<file path="src/rtl/ccff_chain_programmer_if.sv">
// Byte-stream handshake between the bitstream loader and the chain programmer.
interface ccff_chain_programmer_if;
   logic [7:0] byte_in;
   logic       byte_valid;
   logic       byte_ready;

   modport master (
      output byte_in,
      output byte_valid,
      input  byte_ready
   );

   modport slave (
      input  byte_in,
      input  byte_valid,
      output byte_ready
   );
endinterface

</file>
<file path="src/rtl/ccff_chain_programmer.sv">
// Serializes a host byte stream MSB-first onto a configuration chain head, gating the chain clock.
// Optional readback with CRC-16 comparison is enabled by defining CCFF_READBACK_EN.
module ccff_chain_programmer #(
   parameter int CHAIN_LEN = 20,
   parameter int CNT_W     = 16
) (
   input  logic              prog_clk,
   input  logic              prog_rst_n,
   input  logic              start,
   input  logic              abort,
   ccff_chain_programmer_if.slave byte_bus,
   output logic              ccff_head,
   input  logic              ccff_tail,
   output logic              shift_en,
   output logic              busy,
   output logic              done,
   output logic              verify_fail
);

`ifdef CCFF_READBACK_EN
   typedef enum logic [1:0] {IDLE = 2'd0, LOAD = 2'd1, VERIFY = 2'd2, DONE = 2'd3} state_t;
`else
   typedef enum logic [1:0] {IDLE = 2'd0, LOAD = 2'd1, DONE = 2'd3} state_t;
`endif

   localparam logic [CNT_W-1:0] LAST_BIT = CNT_W'(CHAIN_LEN - 1);
   localparam logic [CNT_W-1:0] CNT_ONE  = CNT_W'(1);

   state_t           state_q, state_d;
   logic [7:0]       buf_q, buf_d;
   logic [3:0]       buf_cnt_q, buf_cnt_d;
   logic [CNT_W-1:0] bit_cnt_q, bit_cnt_d;
   logic             load_shift;
   logic             last_bit;
   logic             accept;

   always_ff @(posedge prog_clk or negedge prog_rst_n) begin
      if (!prog_rst_n) begin
         state_q   <= IDLE;
         buf_q     <= '0;
         buf_cnt_q <= '0;
         bit_cnt_q <= '0;
      end else begin
         state_q   <= state_d;
         buf_q     <= buf_d;
         buf_cnt_q <= buf_cnt_d;
         bit_cnt_q <= bit_cnt_d;
      end
   end

   always_comb begin
      state_d             = state_q;
      buf_d               = buf_q;
      buf_cnt_d           = buf_cnt_q;
      bit_cnt_d           = bit_cnt_q;
      load_shift          = 1'b0;
      accept              = 1'b0;
      last_bit            = (bit_cnt_q == LAST_BIT);
      shift_en            = 1'b0;
      ccff_head           = 1'b0;
      busy                = 1'b1;
      done                = 1'b0;
      byte_bus.byte_ready = 1'b0;
      case (state_q)
         IDLE: begin
            busy = 1'b0;
            if (start) begin
               state_d   = LOAD;
               bit_cnt_d = '0;
               buf_cnt_d = '0;
               buf_d     = '0;
            end
         end
         LOAD: begin
            ccff_head  = buf_q[7];
            load_shift = (buf_cnt_q != 4'd0) && !abort;
            shift_en   = load_shift;
            // A fresh byte may land in the same cycle the last buffered bit leaves.
            byte_bus.byte_ready = !abort && !(load_shift && last_bit) &&
                                  ((buf_cnt_q == 4'd0) || (buf_cnt_q == 4'd1 && load_shift));
            accept = byte_bus.byte_valid && byte_bus.byte_ready;
            if (load_shift) begin
               buf_d     = {buf_q[6:0], 1'b0};
               buf_cnt_d = buf_cnt_q - 4'd1;
               bit_cnt_d = bit_cnt_q + CNT_ONE;
            end
            if (accept) begin
               buf_d     = byte_bus.byte_in;
               buf_cnt_d = 4'd8;
            end
            if (abort) begin
               state_d = IDLE;
            end else if (load_shift && last_bit) begin
               // Leftover bits of a partial final byte are dropped here.
               buf_d     = '0;
               buf_cnt_d = '0;
               bit_cnt_d = '0;
`ifdef CCFF_READBACK_EN
               state_d   = VERIFY;
`else
               state_d   = DONE;
`endif
            end
         end
`ifdef CCFF_READBACK_EN
         VERIFY: begin
            // Recirculate tail into head so a full lap leaves the chain unchanged.
            ccff_head = ccff_tail;
            shift_en  = !abort;
            if (abort) begin
               state_d = IDLE;
            end else if (last_bit) begin
               state_d   = DONE;
               bit_cnt_d = '0;
            end else begin
               bit_cnt_d = bit_cnt_q + CNT_ONE;
            end
         end
`endif
         DONE: begin
            done    = 1'b1;
            state_d = IDLE;
         end
         default: state_d = IDLE;
      endcase
   end

`ifdef CCFF_READBACK_EN
   logic [15:0] tx_crc_q, rx_crc_q;
   logic        vfail_q;

   function automatic logic [15:0] crc16_step(input logic [15:0] crc, input logic b);
      logic fb;
      fb = crc[15] ^ b;
      return {crc[14:0], 1'b0} ^ (fb ? 16'h1021 : 16'h0000);
   endfunction

   always_ff @(posedge prog_clk or negedge prog_rst_n) begin
      if (!prog_rst_n) begin
         tx_crc_q <= 16'hFFFF;
         rx_crc_q <= 16'hFFFF;
         vfail_q  <= 1'b0;
      end else begin
         if (state_q == IDLE && start) begin
            tx_crc_q <= 16'hFFFF;
            rx_crc_q <= 16'hFFFF;
            vfail_q  <= 1'b0;
         end
         if (load_shift) tx_crc_q <= crc16_step(tx_crc_q, buf_q[7]);
         if (state_q == VERIFY && shift_en) begin
            rx_crc_q <= crc16_step(rx_crc_q, ccff_tail);
            if (last_bit) vfail_q <= (tx_crc_q != crc16_step(rx_crc_q, ccff_tail));
         end
      end
   end

   assign verify_fail = vfail_q;
`else
   // The tail is only observed by readback; without it the flag is a constant 0.
   assign verify_fail = ccff_tail & 1'b0;
`endif

endmodule

</file>
<file path="src/flat_wrapper.sv">
// flat-port wrapper written by rule: the top's interface ports become plain ports
module ccff_chain_programmer_flat 
#(
   parameter int CHAIN_LEN = 20,
   parameter int CNT_W     = 16
)
  (prog_clk, prog_rst_n, start, abort, ccff_head, ccff_tail, shift_en, busy, done, verify_fail, byte_bus_byte_in, byte_bus_byte_valid, byte_bus_byte_ready);
  ccff_chain_programmer_if byte_bus_i ();
  input  logic prog_clk;
  input  logic prog_rst_n;
  input  logic start;
  input  logic abort;
  output logic ccff_head;
  input  logic ccff_tail;
  output logic shift_en;
  output logic busy;
  output logic done;
  output logic verify_fail;
  input wire logic [$bits(byte_bus_i.byte_in)-1:0] byte_bus_byte_in;
  input wire logic [$bits(byte_bus_i.byte_valid)-1:0] byte_bus_byte_valid;
  output wire logic [$bits(byte_bus_i.byte_ready)-1:0] byte_bus_byte_ready;
  assign byte_bus_i.byte_in = byte_bus_byte_in;
  assign byte_bus_i.byte_valid = byte_bus_byte_valid;
  assign byte_bus_byte_ready = byte_bus_i.byte_ready;
  ccff_chain_programmer #(.CHAIN_LEN(CHAIN_LEN), .CNT_W(CNT_W)) u_core (.prog_clk(prog_clk), .prog_rst_n(prog_rst_n), .start(start), .abort(abort), .byte_bus(byte_bus_i), .ccff_head(ccff_head), .ccff_tail(ccff_tail), .shift_en(shift_en), .busy(busy), .done(done), .verify_fail(verify_fail));
endmodule
</file>
<file path="config.mk">
export PLATFORM = sky130hd
export DESIGN_NAME = ccff_chain_programmer_flat
export DESIGN_NICKNAME = d
export VERILOG_FILES = /design/src/rtl/ccff_chain_programmer_if.sv /design/src/rtl/ccff_chain_programmer.sv /design/src/flat_wrapper.sv
export SDC_FILE = /design/constraint.sdc
export NUM_CORES = 1
export LEC_CHECK = 0
export CAP_MARGIN = 20
export CORE_MARGIN = 1.5
export CORE_UTILIZATION = 38
export CTS_CLUSTER_DIAMETER = 100
export CTS_CLUSTER_SIZE = 30
export DETAILED_ROUTE_END_ITERATION = 8
export PLACE_DENSITY_LB_ADDON = 0.25
export SLEW_MARGIN = 20
export SYNTH_ARGS = -nofsm -noshare
export SYNTH_HDL_FRONTEND = slang
export SYNTH_SLANG_ARGS = --single-unit
</file>
<file path="constraint.sdc">
create_clock -name prog_clk -period 2.7 [get_ports prog_clk]
set_input_delay 0.54 -clock prog_clk [delete_from_list [all_inputs] [get_ports prog_clk]]
set_output_delay 0.54 -clock prog_clk [all_outputs]
set_load 0.005 [all_outputs]
</file>
==> summary.md <==
A synthesized cell averages 8.819 sq um. The average wire per cell in the routed design was 14.96 um; the first-pass detailed-route iteration total was 4. The number of H-tree levels was 2; the post-synthesis sequential area ratio was 37.66%. Portion of the clock cycle consumed by the worst path in the final layout: 95.86%.

After clock tree synthesis, the clock-pin slew on the worst setup and hold paths is 70 ps. The clock drives 30 sinks. In this run, the number of DRC markers left after iteration 0 of detailed routing was 117.

TritonCTS built the clock tree. For the count of different cell masters after synthesis, the log shows 60. For the synthesized net count, the log shows 243.

The run gives 402.3 uV as the worst voltage drop across the vdd grid. The setup path with the least slack is of type reg2out. Setup repair after global routing left no endpoint under its margin. The longest clock path from root to sink contains 2 buffers. The most common flop cell mapped by yosys was sky130_fd_sc_hd__dfrtp_1.

The number of global-route vias before repair came out at 1640. The core region is 0.005075 sq mm. The run gives 0 as the final hold violation count. The number of clock buffers added by TritonCTS is 5. The signed area change from the synthesized netlist to the final layout was 17.89%; the global placement routability congestion was 0.8040. The analysis attributes to cell leakage a power of 0.9827 nW. For the global-route wire length before repair, the log shows 7.790 mm. The critical-path maximum fanout is 4, and the final wirelength is 4.772 mm. For the post-synth design cell area, the log shows 0.001993 sq mm. The count of antenna diodes in the layout is 0. The number of max-cap violations was 0; the number of top-level pins was 20. Area of the die: 0.005689 sq mm. Final number of max-transition violations: 0.

Synthesis produced a netlist whose cell count is 226. For this configuration, the core starts out at a cell density of 39.28%. The buffer and inverter count on the worst path was 3. Dividing the detail-routed via count by the number of cells gives 5.614. The overall die height works out to 75.43 um. After global routing the overflow that remains totals 0.

Of all flip-flops after synthesis, the portion carrying an async set or reset was 100.0%. The number of antenna violations at the first check in global routing came out at 0. Broken down by cell family, the worst path's largest delay share belongs to buffers and inverters.

The slowest cell on the critical path is sky130_fd_sc_hd__clkdlybuf4s50_1. The via count came out at 1791. The critical path goes through inv_1, ha_2, or3b_1, nand2_2, buf_8, nor2_1, clkdlybuf4s50_1. The tightest min-delay check is of the reg2reg type. The final critical path time including I/O delays and setup is 2588 ps. STA puts the critical path data arrival time at 2050 ps.

Counting flops with a built-in enable in the synthesized netlist gives 0. In the post-synthesis netlist, the cell with the most instances is sky130_fd_sc_hd__dfrtp_1. Sorting the synthesized cells by how often they occur yields 30 x sky130_fd_sc_hd__dfrtp_1, 23 x sky130_fd_sc_hd__nand2_1, 18 x sky130_fd_sc_hd__nand3_1. For this run, the share of the core covered by cells in the final layout is 46.30%. STA classifies the critical path endpoint as a primary output. The clock latency of the later-clocked register in the worst-skew pair came out at 290 ps. The HPWL after detailed placement is 3.323 mm, and the number of warnings reported in the yosys synthesis log is 0. The kind of launch point of the worst setup path is a flip-flop. The synthesized design spends more area on one cell type than any other, namely sky130_fd_sc_hd__dfrtp_1. In this run the core area contains 26 standard-cell rows. Cell at the root of the clock tree: sky130_fd_sc_hd__clkbuf_8. Across the routed clock network, the largest skew measured is 11.65 ps. Yosys attributes the largest share of cell area to sky130_fd_sc_hd__dfrtp_1 38%, sky130_fd_sc_hd__nand3_1 4.5%, sky130_fd_sc_hd__nand2_1 4.3%. The logs give 31 for the maximum number of pins on one net before global-route repair and 2160 ps for the required time at the worst-slack endpoint. The run finished with clean final reports.

Of the post-synthesis cell area, the dominant cell type holds 37.66%. The final setup violation count came out at 0. The total of buffers placed on input and output ports works out to 17. At the end of the flow, the number of nets in the layout was 265. The total power density per cell area came out at 724.7 mW/mm^2.

The post-route netlist has 15.66% of its cells at a drive strength greater than 1. The final antenna-violating net count is 0. Setup total negative slack: 0 ps. The die is 75.43 um wide. For this run, the slowest stage of the critical path takes 440 ps.

The number of DRC violations after detailed routing was 0; the number of synthesized register bits was 30. For this run, the top clock speed supported by timing is 386.4 MHz. The run gives 18.20% as the aggregate global-route resource usage.
[cell type report]
cell class / count / area (sq um)
Inverter: 6 / 22.52
Tap cell: 70 / 87.58
Timing Repair Buffer: 34 / 304.0
Multi-Input combinational cell: 171 / 1090
Fill cell: 520 / 2725
Sequential cell: 30 / 750.7
Clock buffer: 6 / 82.58
Clock inverter: 2 / 12.51
[per-stage QoR]
stage	area (sq um)	hold WS [ps]	setup WS (ps)	total power, mW	std cells
finish	2350	494.1	111.8	1.703	319
global route	2350	513.9	23.98	1.829	319
CTS	2331	492.2	19.25	1.690	317
detailed placement	2231	474.4	162.2	1.293	309
global placement	2231	471.3	153.4	1.284	309
floorplan	1993	244.4	422.2	1.087	226
[metal layers]
| metal | GRT usage, % | routed length, um | vias to the layer above |
|---|---|---|---|
| met5 | 0 | 0 | - |
| li1 | - | - | 896 |
| met2 | 28.85 | 2247 | 27 |
| met4 | 5.754 | 53 | 0 |
| met1 | 24.61 | 2345 | 863 |
| met3 | 4.365 | 124 | 5 |
[kinds of logic (layout without fill, tap and decap cells)]
family	count (synthesis)	count (layout)	synth area share, %
AOI/OAI and AO/OA	56	56	19.90
other	1	1	0.1881
adders and majority gates	3	3	1.883
muxes	1	1	0.5022
DFF	30	30	37.66
and+or+nand+nor	110	110	31.89
buffers and inverters	25	48	7.972
[where the power goes]
part / switching (mW) / internal, mW
clock network: 0.177 / 0.205
registers: 0.0742 / 0.540
logic: 0.386 / 0.322
total: 0.637 / 1.07
[final timing paths]
check	startpoint	to	slack, ps	cells past startpoint
min in group asynchronous	prog_rst_n	u_core.buf_q[2]$_DFFE_PN0P_	630	2
max	u_core.buf_cnt_q[0]$_DFFE_PN0P_	shift_en	110	7
min	u_core.buf_q[6]$_DFFE_PN0P_	u_core.buf_q[6]$_DFFE_PN0P_	490	2
max reg2reg	u_core.buf_cnt_q[0]$_DFFE_PN0P_	u_core.bit_cnt_q[9]$_DFFE_PN0P_	710	7
max in group asynchronous	prog_rst_n	u_core.bit_cnt_q[14]$_DFFE_PN0P_	1770	2
min reg2reg	u_core.buf_q[6]$_DFFE_PN0P_	u_core.buf_q[6]$_DFFE_PN0P_	490	2
[cells in the final DEF, fill, tap and decap left out, types with 5 or more instances in the layout]
master	n
sky130_fd_sc_hd__a211oi_1	7
sky130_fd_sc_hd__and3_1	5
sky130_fd_sc_hd__buf_4	16
sky130_fd_sc_hd__clkbuf_8	6
sky130_fd_sc_hd__clkdlybuf4s50_1	16
sky130_fd_sc_hd__dfrtp_1	30
sky130_fd_sc_hd__inv_1	5
sky130_fd_sc_hd__nand2_1	23
sky130_fd_sc_hd__nand3_1	18
sky130_fd_sc_hd__nand4_1	6
sky130_fd_sc_hd__nor2_1	12
sky130_fd_sc_hd__nor3_1	6
sky130_fd_sc_hd__o211ai_1	6
sky130_fd_sc_hd__o21ai_0	7
sky130_fd_sc_hd__o31ai_1	9
sky130_fd_sc_hd__or3_1	5
[registers in the layout, indices dropped and copies added (netlist names)]
name and cells:
u_core.bit_cnt_q 16, u_core.buf_q 8, u_core.buf_cnt_q 4, u_core.state_q 2
[tightest hold or removal path, cell delays in order (launching register included)]
cell and delay (ps):
sky130_fd_sc_hd__dfrtp_1 350, sky130_fd_sc_hd__nand2_1 50, sky130_fd_sc_hd__o31ai_1 60
[what timing repair did]
action,4_1_cts,5_1_grt
resized for setup,3,1
pin swaps,0,0
hold buffers,0,0
buffers inserted,0,2
setup endpoints to repair,2,1
endpoints found under the hold margin,0,0
Note: power is estimated with default switching activity, not from simulation.
